### src/rtl/select_next_hop_pkg.sv
// ---------------------------------------------------------------------------
// select_next_hop_pkg
//  Shared definitions for the routing stages that work on the neighbour table
//  in shared memory: word width, memory-map addresses, the next-hop FSM state
//  encoding and a helper that forms a per-neighbour table address.
// ---------------------------------------------------------------------------
package select_next_hop_pkg;

  localparam int WORD_WIDTH = 16;
  localparam int IDX_WIDTH  = 8;

  // Memory map (byte addresses, 16-bit words)
  localparam logic [15:0] NBR_COUNT_ADDR = 16'h068A;
  localparam logic [15:0] NEXTHOP_ADDR   = 16'h068C;
  localparam logic [15:0] ID_BASE        = 16'h0048;
  localparam logic [15:0] BAT_BASE       = 16'h0148;
  localparam logic [15:0] Q_BASE         = 16'h01C8;

  typedef enum logic [2:0] {
    S_IDLE   = 3'd0,
    S_LD_CNT = 3'd1,
    S_CHECK  = 3'd2,
    S_LD_BAT = 3'd3,
    S_LD_Q   = 3'd4,
    S_LD_ID  = 3'd5,
    S_WR_HOP = 3'd6,
    S_FIN    = 3'd7
  } state_t;

  // Byte address of entry idx in a table of 16-bit words starting at base.
  function automatic logic [15:0] table_addr(input logic [15:0] base,
                                             input logic [IDX_WIDTH-1:0] idx);
    return base + {7'd0, idx, 1'b0};
  endfunction

endpackage

### src/rtl/select_next_hop_compare.sv
// ---------------------------------------------------------------------------
// select_next_hop_compare (hop_compare)
//  Combinational eligibility / minimum test for one neighbour.
//  Ports:
//   bat    in  16  neighbour batteryStat
//   q      in  16  neighbour qValue
//   best_q in  16  lowest qValue accepted so far
//   take   out 1   neighbour is eligible and strictly cheaper than best_q
// ---------------------------------------------------------------------------
module hop_compare
  import select_next_hop_pkg::*;
#(
  parameter logic [WORD_WIDTH-1:0] MIN_BATTERY = 16'd10
) (
  input  logic [WORD_WIDTH-1:0] bat,
  input  logic [WORD_WIDTH-1:0] q,
  input  logic [WORD_WIDTH-1:0] best_q,
  output logic                  take
);

  // Strict '<' keeps the first-found neighbour on ties; since best_q starts
  // at FFFF a qValue of FFFF can never be taken.
  always_comb begin
    take = 1'b0;
    if ((bat >= MIN_BATTERY) && (q < best_q)) begin
      take = 1'b1;
    end else begin
      take = 1'b0;
    end
  end

endmodule

### src/rtl/select_next_hop.sv
// ---------------------------------------------------------------------------
// select_next_hop
//  On start, reads NBR_COUNT, then batteryStat/qValue/neighbourID of each
//  neighbour, keeps the lowest-qValue neighbour with enough battery, writes
//  its ID (or NO_HOP) to NEXTHOP and reports the result on ports.
//  Ports:
//   clock     in  1   system clock, rising edge
//   rst       in  1   synchronous reset, active-high
//   start     in  1   one-cycle pulse; accepted in IDLE or FIN
//   address   out 16  registered byte address to shared memory
//   data_in   in  16  read data, valid the cycle after address changes
//   data_out  out 16  registered write data
//   wr_en     out 1   write strobe, one cycle per write
//   done      out 1   scan complete, held until the next accepted start
//   hop_valid out 1   an eligible neighbour was found
//   best_id   out 16  chosen neighbourID or NO_HOP
//   best_q    out 16  qValue of the chosen neighbour or FFFF
// ---------------------------------------------------------------------------
module select_next_hop
  import select_next_hop_pkg::*;
#(
  parameter int                    MAX_NEIGHBORS = 128,
  parameter logic [WORD_WIDTH-1:0] MIN_BATTERY   = 16'd10,
  parameter logic [WORD_WIDTH-1:0] NO_HOP        = 16'hFFFF
) (
  input  logic                  clock,
  input  logic                  rst,
  input  logic                  start,
  output logic [WORD_WIDTH-1:0] address,
  input  logic [WORD_WIDTH-1:0] data_in,
  output logic [WORD_WIDTH-1:0] data_out,
  output logic                  wr_en,
  output logic                  done,
  output logic                  hop_valid,
  output logic [WORD_WIDTH-1:0] best_id,
  output logic [WORD_WIDTH-1:0] best_q
);

  localparam logic [WORD_WIDTH-1:0] MAX_WORD = WORD_WIDTH'(MAX_NEIGHBORS);
  localparam logic [IDX_WIDTH-1:0]  MAX_IDX  = IDX_WIDTH'(MAX_NEIGHBORS);

  state_t                 state;
  logic [IDX_WIDTH-1:0]   idx;
  logic [IDX_WIDTH-1:0]   cnt;
  logic [WORD_WIDTH-1:0]  bat_r;
  logic [WORD_WIDTH-1:0]  q_r;
  logic                   take;

  hop_compare #(
    .MIN_BATTERY(MIN_BATTERY)
  ) u_hop_compare (
    .bat    (bat_r),
    .q      (q_r),
    .best_q (best_q),
    .take   (take)
  );

  // Scan FSM: every output is a register updated here.
  always_ff @(posedge clock) begin
    if (rst) begin
      state     <= S_IDLE;
      address   <= 16'h0000;
      data_out  <= 16'h0000;
      wr_en     <= 1'b0;
      done      <= 1'b0;
      hop_valid <= 1'b0;
      best_id   <= NO_HOP;
      best_q    <= 16'hFFFF;
      idx       <= 8'd0;
      cnt       <= 8'd0;
      bat_r     <= 16'h0000;
      q_r       <= 16'h0000;
    end else begin
      case (state)
        // FIN with start behaves exactly like IDLE with start.
        S_IDLE, S_FIN: begin
          if (start) begin
            state     <= S_LD_CNT;
            address   <= NBR_COUNT_ADDR;
            wr_en     <= 1'b0;
            done      <= 1'b0;
            hop_valid <= 1'b0;
            best_id   <= NO_HOP;
            best_q    <= 16'hFFFF;
            idx       <= 8'd0;
          end else if (state == S_FIN) begin
            wr_en <= 1'b0;
            done  <= 1'b1;
          end else begin
            wr_en <= 1'b0;
          end
        end
        S_LD_CNT: begin
          // Clamp so the 8-bit index can never wrap.
          if (data_in > MAX_WORD) begin
            cnt <= MAX_IDX;
          end else begin
            cnt <= data_in[IDX_WIDTH-1:0];
          end
          state <= S_CHECK;
        end
        S_CHECK: begin
          if (idx == cnt) begin
            state <= S_WR_HOP;
          end else begin
            address <= table_addr(BAT_BASE, idx);
            state   <= S_LD_BAT;
          end
        end
        S_LD_BAT: begin
          bat_r   <= data_in;
          address <= table_addr(Q_BASE, idx);
          state   <= S_LD_Q;
        end
        S_LD_Q: begin
          q_r     <= data_in;
          address <= table_addr(ID_BASE, idx);
          state   <= S_LD_ID;
        end
        S_LD_ID: begin
          if (take) begin
            best_q    <= q_r;
            best_id   <= data_in;
            hop_valid <= 1'b1;
          end else begin
            best_q <= best_q;
          end
          idx   <= idx + 8'd1;
          state <= S_CHECK;
        end
        S_WR_HOP: begin
          address  <= NEXTHOP_ADDR;
          data_out <= best_id;
          wr_en    <= 1'b1;
          state    <= S_FIN;
        end
        default: begin
          state <= S_IDLE;
          wr_en <= 1'b0;
        end
      endcase
    end
  end

endmodule

### config.mk
export PLATFORM = sky130hd
export DESIGN_NAME = select_next_hop
export DESIGN_NICKNAME = d
export VERILOG_FILES = /design/src/rtl/select_next_hop_pkg.sv /design/src/rtl/select_next_hop_compare.sv /design/src/rtl/select_next_hop.sv
export SDC_FILE = /design/constraint.sdc
export NUM_CORES = 1
export LEC_CHECK = 0
export ABC_AREA = 1
export CAP_MARGIN = 10
export CORE_MARGIN = 2
export CORE_UTILIZATION = 53
export DETAILED_ROUTE_END_ITERATION = 6
export MAX_ROUTING_LAYER = met4
export PLACE_DENSITY_LB_ADDON = 0.3
export SLEW_MARGIN = 20
export SYNTH_ARGS = -nofsm -noshare
export SYNTH_HDL_FRONTEND = slang
export SYNTH_SLANG_ARGS = --single-unit
### constraint.sdc
create_clock -name clock -period 3.1 [get_ports clock]
set_clock_uncertainty 0.05 [all_clocks]
set_input_delay 0.93 -clock clock [delete_from_list [all_inputs] [get_ports clock]]
set_output_delay 0.93 -clock clock [all_outputs]
set_load 0.005 [all_outputs]
==> out/metrics.yaml, run 1 <==
status: "finished clean"
period_share_pct: 80.9
cts_tree: "yes"
path_clk_slew_ps: 100
root_buffer: "clkbuf_8"
totalWireLength_um: 13200
grt_pass1_wl_um: 21500
relSlewSlack_pct: 57.5
syn_area_mm2: 0.00519
swShare_pct: 40.0
switchingPower_mw: 2.06
yosysUniqueCellTypes: 35
yosys.area_share.simple_pct: 27.6
grt_overflow_total: 0
drt_iter0_drc: 280
floorplan.initialDensity_pct: 53.8
slowest_delay_ps: 540
leakagePower_nw: 2.82
end_kind: "flip-flop"
max_cap_viol_count: 0
final_max_slew_viol_count: 0
synthArstFlopShare_pct: 0
clock_path_buffers: 2
dp.final_hpwl_um: 9710
path_class: "in2reg"
die_w_um: 103
path_buf_inv: 1
p_per_area_mw_per_mm2: 828
yosys_warnings: 0
io_buffers: 79
hp-class: "reg2reg"
netlist_instances: 708
period_needed_ps: 2510
setup_viol: 0
crit_start: "start"
cts-buffers-inserted: 9
core_mm2: 0.00964
antenna_cells: 0
insertion_delay_ps: 380
die_area_mm2: 0.0106
hold_viol: 0
power_mw: 5.15
tns_ps: 0
power_frac_comb_pct: 43.3
crit_fanout: 32
grt_max_degree: 48
grt_pass1_vias: 4600
cts_setup_buffers: 0
rsz0062_at_grt: "false"
die_h_um: 103
grtUsageTotal_pct: 26.6
synth_fa_ha_area_share_pct: 5.79
place.gp.congestion: 0.906
synth_edf_count: 0
drc: 0
synth-seq-area-share_pct: 42.8
finalNetCount: 812
cts.sinks: 111
synth_compound_gate_area_share_pct: 13.7
cp_slowest_cell: "clkdlybuf4s50_1"
antenna_left: 0
ys_seq_elements: 111
synthMuxAreaShare_pct: 0
fmax_mhz: 399
rows: 36
synth_xor_area_share_pct: 0.844
synthFlopType: "dfxtp_1"
cp.required_ps: 3370
h-tree-depth: 3
io_pins: 86
drt-pass1-iter-count: 5
path_common_cell: "nand2_1"
antenna_found_initial: 0
hp-start: "address[4]$_SDFFE_PP0P_"
pwr-share-seq_pct: 39.2
crit_family: "simple AND/OR/NAND/NOR gates"
synth_top_family_by_area: "simple AND/OR/NAND/NOR gates"
synthToLayoutAreaGrowth_pct: 19.8
ir_worst_vdd_v: 0.000474
internal_power_mw: 3.09
viasPerCell: 5.32
via_count: 4829
cp_cell_sequence: "clkdlybuf4s50_1, nand2_1, o21ai_4, nand3_2, nor2_2, nand2_2, nand2_4, nand2_1, nand3_1"
pwr-share-clk_pct: 17.5
syn_area_per_cell_um2: 7.33
worstReg2RegStart: "state[1]$_SDFFE_PP0P_"
ctsHoldBuffers: 0
drive_gt1_share_pct: 7.24
worst_setup_path_start_kind: "input port"
final_core_utilization_pct: 64.5
wl_per_cell_um: 14.6
worstMarginPinSlew_ps: 636
cp.arrival_ps: 2770
cts_resized: 0
## layer usage
| metal | GRT usage, % | routed length, µm |
|---|---|---|
| met1 | 31.1 | 5560 |
| met2 | 45.2 | 6730 |
| met3 | 5.83 | 647 |
| met4 | 9.31 | 265 |
| met5 | - | 0 |
## through the flow
| stage | setup slack, ps | hold slack [ps] | cell area, µm² | instances |
|---|---|---|---|---|
| after floorplan | 908 | 399 | 5200 | 713 |
| after global placement | 323 | 400 | 6010 | 891 |
| after detailed placement | 206 | 408 | 6010 | 891 |
| after CTS | 610 | 423 | 6210 | 907 |
| after global routing | 439 | 437 | 6210 | 907 |
| final | 591 | 421 | 6210 | 907 |
## path summary, 6_finish.rpt
| path | endpoint | slack, ps | depth (start not counted) |
|---|---|---|---|
| hold reg to reg | address[4]$_SDFFE_PP0P_ | 420 | 2 |
| hold / removal | address[4]$_SDFFE_PP0P_ | 420 | 2 |
| setup / recovery | best_id[11]$_SDFFE_PP1P_ | 590 | 9 |
| setup reg to reg | best_id[11]$_SDFFE_PP1P_ | 720 | 10 |
## final cells by class
| class | instances | area (µm²) |
|---|---|---|
| clock inverter | 6 | 76.3 |
| inverter | 68 | 255 |
| fill | 904 | 3430 |
| clock buffer | 10 | 128 |
| multi-input combinational | 491 | 2510 |
| sequential | 111 | 2220 |
| tap | 133 | 166 |
| timing repair buffer | 88 | 858 |
## cells in the final DEF (no fill, tap or decap), types with 2 or more instances in the layout
cell,Yosys,routed
nor2_2,2,2
inv_2,2,3
nand2_1,122,122
dfxtp_1,111,111
nand4_1,9,9
a21oi_1,64,64
clkbuf_8,0,9
clkinv_4,0,2
nand2_4,2,2
ha_1,24,24
inv_6,0,2
nand2_2,3,3
inv_1,66,65
o21ai_1,2,2
nor4_1,2,2
clkdlybuf4s50_1,0,79
nor3b_1,2,2
nand3_1,86,86
or2_2,19,19
xnor2_1,4,4
nor2_1,67,67
o21ai_0,65,65
conb_1,1,6
buf_4,6,9
nor3_1,2,2
## kinds of logic (layout without fill, tap and decap cells)
family,after synthesis,in the layout
compound gates,137,137
other cells,1,6
buf+inv,111,172
simple gates,319,319
fa+ha+maj,24,24
xor+xnor,5,5
flops,111,111
## registers in the layout, indices dropped and copies added, names as in the netlist
name	cells
address	10
idx	8
best_id	16
cnt	8
q_r	16
done	1
wr_en	1
state	3
hop_valid	1
data_out	16
best_q	16
bat_r	15
## worst min-delay path, delay by kind of cell, from the launching register on
family / cells / cell delay (ps)
compound gates: 1 / 50
simple gates: 1 / 60
flops: 1 / 320
## synth_stat cells (3+ instances only)
| cell | count | area, µm² |
|---|---|---|
| a21oi_1 | 64 | 320 |
| buf_2 | 4 | 20.0 |
| buf_4 | 6 | 45.0 |
| buf_6 | 4 | 45.0 |
| clkbuf_1 | 28 | 105 |
| dfxtp_1 | 111 | 2220 |
| ha_1 | 24 | 300 |
| inv_1 | 66 | 248 |
| nand2_1 | 122 | 458 |
| nand2_2 | 3 | 18.8 |
| nand3_1 | 86 | 430 |
| nand4_1 | 9 | 56.3 |
| nor2_1 | 67 | 251 |
| o21ai_0 | 65 | 325 |
| or2_2 | 19 | 119 |
| xnor2_1 | 4 | 35.0 |
## power groups by stage
stage	combinational (mW)	clock, mW	sequential [mW]
floorplan	1.56	0	1.98
global placement	2.11	0	2.03
detailed placement	2.20	0	2.04
CTS	2.23	0.919	2.01
global route	2.54	0.973	2.06
finish	2.23	0.899	2.02
Note: power is estimated with default switching activity, not from simulation.
==> run 2, diff against run 1 <==
Clock period 3.1 ns to 2.6 ns, I/O delays scaled along.
==> run 2 against run 1 <==
  * Die area unchanged
  * Hold slack better by 0.80 ps
  * Sequential share of layout area down 0.35 points
  * First-iteration DRC count down 17%
  * Sequential power up 19%
  * Sequential cell count unchanged
  * Global-route usage up 0.61 points
  * Wire length up 0.42%
  * Clock-buffer cell count down 1
==> out/metrics.yaml, run 2 (same netlist as run 1, synthesis figures left out) <==
status: "finished clean"
swShare_pct: 39.9
io_buffers: 79
floorplan.initialDensity_pct: 53.8
final_cell_area_mm2: 0.00627
final_cell_mix: "122 x nand2_1, 111 x dfxtp_1, 86 x nand3_1, 79 x clkdlybuf4s50_1, 67 x nor2_1"
antenna_cells: 0
worstMarginPinSlew_ps: 642
leakagePower_nw: 2.85
multiInputGateArea_mm2: 0.00251
drt_iter0_drc: 233
power_mw: 6.22
hold_viol: 0
cp.arrival_ps: 1330
period_needed_ps: 2160
viasPerCell: 5.35
grt_overflow_total: 0
period_share_pct: 83.1
synthToLayoutAreaGrowth_pct: 21.0
final_max_slew_viol_count: 0
crit_fanout: 3
grt_max_degree: 39
end_kind: "output port"
busiest_layer: "met2"
cp_cell_sequence: "clkdlybuf4s50_1"
insertion_delay_ps: 380
path_clk_slew_ps: 110
place_inst: 896
fmax_mhz: 463
tns_ps: 0
relSlewSlack_pct: 57.2
via_count: 4878
die_area_mm2: 0.0106
drive_gt1_share_pct: 7.96
ir_worst_vdd_v: 0.000531
clock_path_buffers: 2
drc: 0
io_pins: 86
grt_pass1_wl_um: 22000
totalWireLength_um: 13300
rrSetupSlack_ps: 450
met2_usage_pct: 47.0
path_class: "reg2out"
antenna_found_initial: 0
pre_cts_ws_ps: 77.7
met3_usage_pct: 5.42
path_buf_inv: 1
cts_resized: 0
dp.final_hpwl_um: 9680
ctsHoldBuffers: 0
cts_tree: "yes"
grt_use_met1_pct: 32.1
pwr-share-seq_pct: 38.6
finalNetCount: 817
cts.sinks: 111
slowest_delay_ps: 540
core_mm2: 0.00964
hp-class: "reg2reg"
h-tree-depth: 3
wl_per_cell_um: 14.5
place_area_mm2: 0.00606
cp.required_ps: 1770
n_fill_cell: 853
antenna_left: 0
max_cap_viol_count: 0
final_common_cell: "nand2_1"
pwr-share-clk_pct: 17.7
rows: 36
crit_family: "buffers and inverters"
rsz0062_at_grt: "false"
die_w_um: 103
p_per_area_mw_per_mm2: 991
root_buffer: "clkbuf_8"
cts-buffers-inserted: 9
cp_slowest_cell: "clkdlybuf4s50_1"
grtUsageTotal_pct: 27.2
die_h_um: 103
power_frac_comb_pct: 43.7
internal_power_mw: 3.74
grt_pass1_vias: 4683
cts_setup_buffers: 0
final_cells: 912
worst_slack_ps: 441
place.gp.congestion: 0.923
drt-pass1-iter-count: 5
switchingPower_mw: 2.48
setup_viol: 0
worst_setup_path_start_kind: "flip-flop"
final-seq-area_mm2: 0.00222
==> run 2: power by group through the flow <==
stage          combinational (mW)  clock, mW  sequential, mW
2_1_floorplan                1.86          0            2.36
3_3_place_gp                 2.57          0            2.42
3_5_place_dp                 2.70          0            2.43
4_1_cts                      2.72       1.11            2.39
5_1_grt                      3.10       1.18            2.45
6_report                     2.72       1.10            2.40
==> run 2: per-stage QoR <==
step | hold slack, ps | util (%)
after floorplan | 399 | -
after global placement | 401 | 62.9
after detailed placement | 404 | 62.9
after CTS | 420 | 65.1
after global routing | 444 | 65.1
final | 421 | 65.1
==> run 2: final timing paths <==
check / to / start / cells past startpoint
setup reg to reg: address[1]$_SDFFE_PP0P_ / state[0]$_SDFFE_PP0P_ / 10
hold reg to reg: wr_en$_SDFFE_PP0P_ / wr_en$_SDFFE_PP0P_ / 2
hold / removal: wr_en$_SDFFE_PP0P_ / wr_en$_SDFFE_PP0P_ / 2
setup / recovery: best_q[15] / best_q[15]$_SDFFE_PP1P_ / 1
==> run 2: layer usage <==
| metal | vias up | routed length, µm |
|---|---|---|
| met5 | - | 0 |
| met4 | 0 | 284 |
| met3 | 25 | 443 |
| met2 | 117 | 6780 |
| met1 | 2301 | 5750 |
| li1 | 2435 | - |
==> run 2: final cells by class <==
cell class / instances / area share, %
tap: 133 / 2.65
clock inverter: 7 / 1.46
inverter: 68 / 4.07
timing repair buffer: 93 / 14.5
sequential: 111 / 35.4
multi-input combinational: 491 / 40.0
clock buffer: 9 / 1.97
==> run 3, diff against run 2 <==
Clock period 2.6 ns to 2.2 ns, I/O delays scaled along.
==> run 3 against run 2 <==
  * Core utilization up 1.9 points
  * Combinational power grew 27%
  * Sequential power increased by 18%
  * Register-to-register slack got worse by 190 ps
  * Cell count increased by 1.9%
  * Cell area rose by 2.9%
  * Via count is 0.98% higher
  * Hold slack improved by 7.0 ps
  * Die area did not move
  * Largest cell class unchanged
  * Highest routed layer unchanged
==> out/metrics.yaml, run 3 (same netlist as run 1, synthesis figures left out) <==
status: "finished clean"
via_count: 4926
grt_use_met1_pct: 30.3
place.gp.congestion: 0.835
fmax_mhz: 499
die_w_um: 103
path_clk_slew_ps: 110
synthToLayoutAreaGrowth_pct: 24.5
whs_ps: 428
clock_path_buffers: 2
period_share_pct: 91.0
setup_viol: 0
drt_iter0_drc: 229
p_per_area_mw_per_mm2: 1170
antenna_left: 0
max_cap_viol_count: 0
path_buf_inv: 1
grt_max_degree: 57
cts_resized: 0
worst_setup_path_start_kind: "flip-flop"
ctsHoldBuffers: 0
drc: 0
grt_pass1_wl_um: 21200
place_inst: 913
antenna_found_initial: 0
cts_tree: "yes"
tns_ps: 0
cp_cell_sequence: "clkdlybuf4s50_1"
dp.final_hpwl_um: 9680
die_h_um: 103
floorplan.initialDensity_pct: 53.8
cts_setup_buffers: 0
cp_slowest_cell: "clkdlybuf4s50_1"
final_cell_mix: "122 x nand2_1, 111 x dfxtp_1, 86 x nand3_1, 79 x clkdlybuf4s50_1, 67 x nor2_1"
root_buffer: "clkbuf_8"
die_area_mm2: 0.0106
ir_worst_vdd_v: 0.000576
viasPerCell: 5.30
met3_usage_pct: 4.95
hold_viol: 0
cts-buffers-inserted: 9
core_mm2: 0.00964
cp.arrival_ps: 1290
totalWireLength_um: 13000
slowest_delay_ps: 520
end_kind: "output port"
finalNetCount: 834
period_needed_ps: 2000
path_class: "reg2out"
hp-class: "reg2reg"
met2_usage_pct: 44.1
grt_pass1_vias: 4643
io_pins: 86
final_common_cell: "nand2_1"
busiest_layer: "met2"
h-tree-depth: 3
rows: 36
antenna_cells: 0
crit_fanout: 3
drive_gt1_share_pct: 9.80
wl_per_cell_um: 13.9
leakagePower_nw: 2.95
pre_cts_ws_ps: -57.2
insertion_delay_ps: 370
grtUsageTotal_pct: 25.9
worst_slack_ps: 197
crit_family: "buffers and inverters"
cp.required_ps: 1490
final_max_slew_viol_count: 0
rsz0062_at_grt: "false"
cts.sinks: 111
final_cells: 929
grt_overflow_total: 0
drt-pass1-iter-count: 5
io_buffers: 79
[run 3: layout make-up]
cell class                 count  area, µm²
fill                         824       3180
multi-input combinational    491       2510
sequential                   111       2220
timing repair buffer         110       1100
inverter                      68        255
tap                          133        166
clock buffer                  10        128
clock inverter                 6       78.8
[run 3: path summary, 6_finish.rpt]
check                           from                      end  slack [ps]  cells after the start
max          best_q[15]$_SDFFE_PP1P_               best_q[15]         200                      1
min          address[3]$_SDFFE_PP0P_  address[3]$_SDFFE_PP0P_         430                      2
max reg2reg    state[0]$_SDFFE_PP0P_  address[1]$_SDFFE_PP0P_         260                     10
min reg2reg  address[3]$_SDFFE_PP0P_  address[3]$_SDFFE_PP0P_         430                      2
[run 3: report_power, final]
part	leakage, nW	total, mW	switching, mW	internal [mW]
registers	0.907	2.83	0.343	2.49
clock network	0.102	1.26	0.711	0.547
logic	1.94	3.46	1.87	1.59
[run 3: layer usage]
| layer | vias up | wire, µm |
|---|---|---|
| met5 | - | 0 |
| met4 | 0 | 303 |
| met3 | 29 | 552 |
| met2 | 122 | 6680 |
| met1 | 2308 | 5420 |
| li1 | 2467 | - |
[run 3: through the flow]
step	power [mW]	util, %	cell area, µm²
CTS	7.58	67.0	6460
global placement	6.16	64.8	6250
floorplan	4.99	-	5200
finish	7.55	67.0	6460
detailed placement	6.31	64.8	6250
global route	8.15	67.0	6460
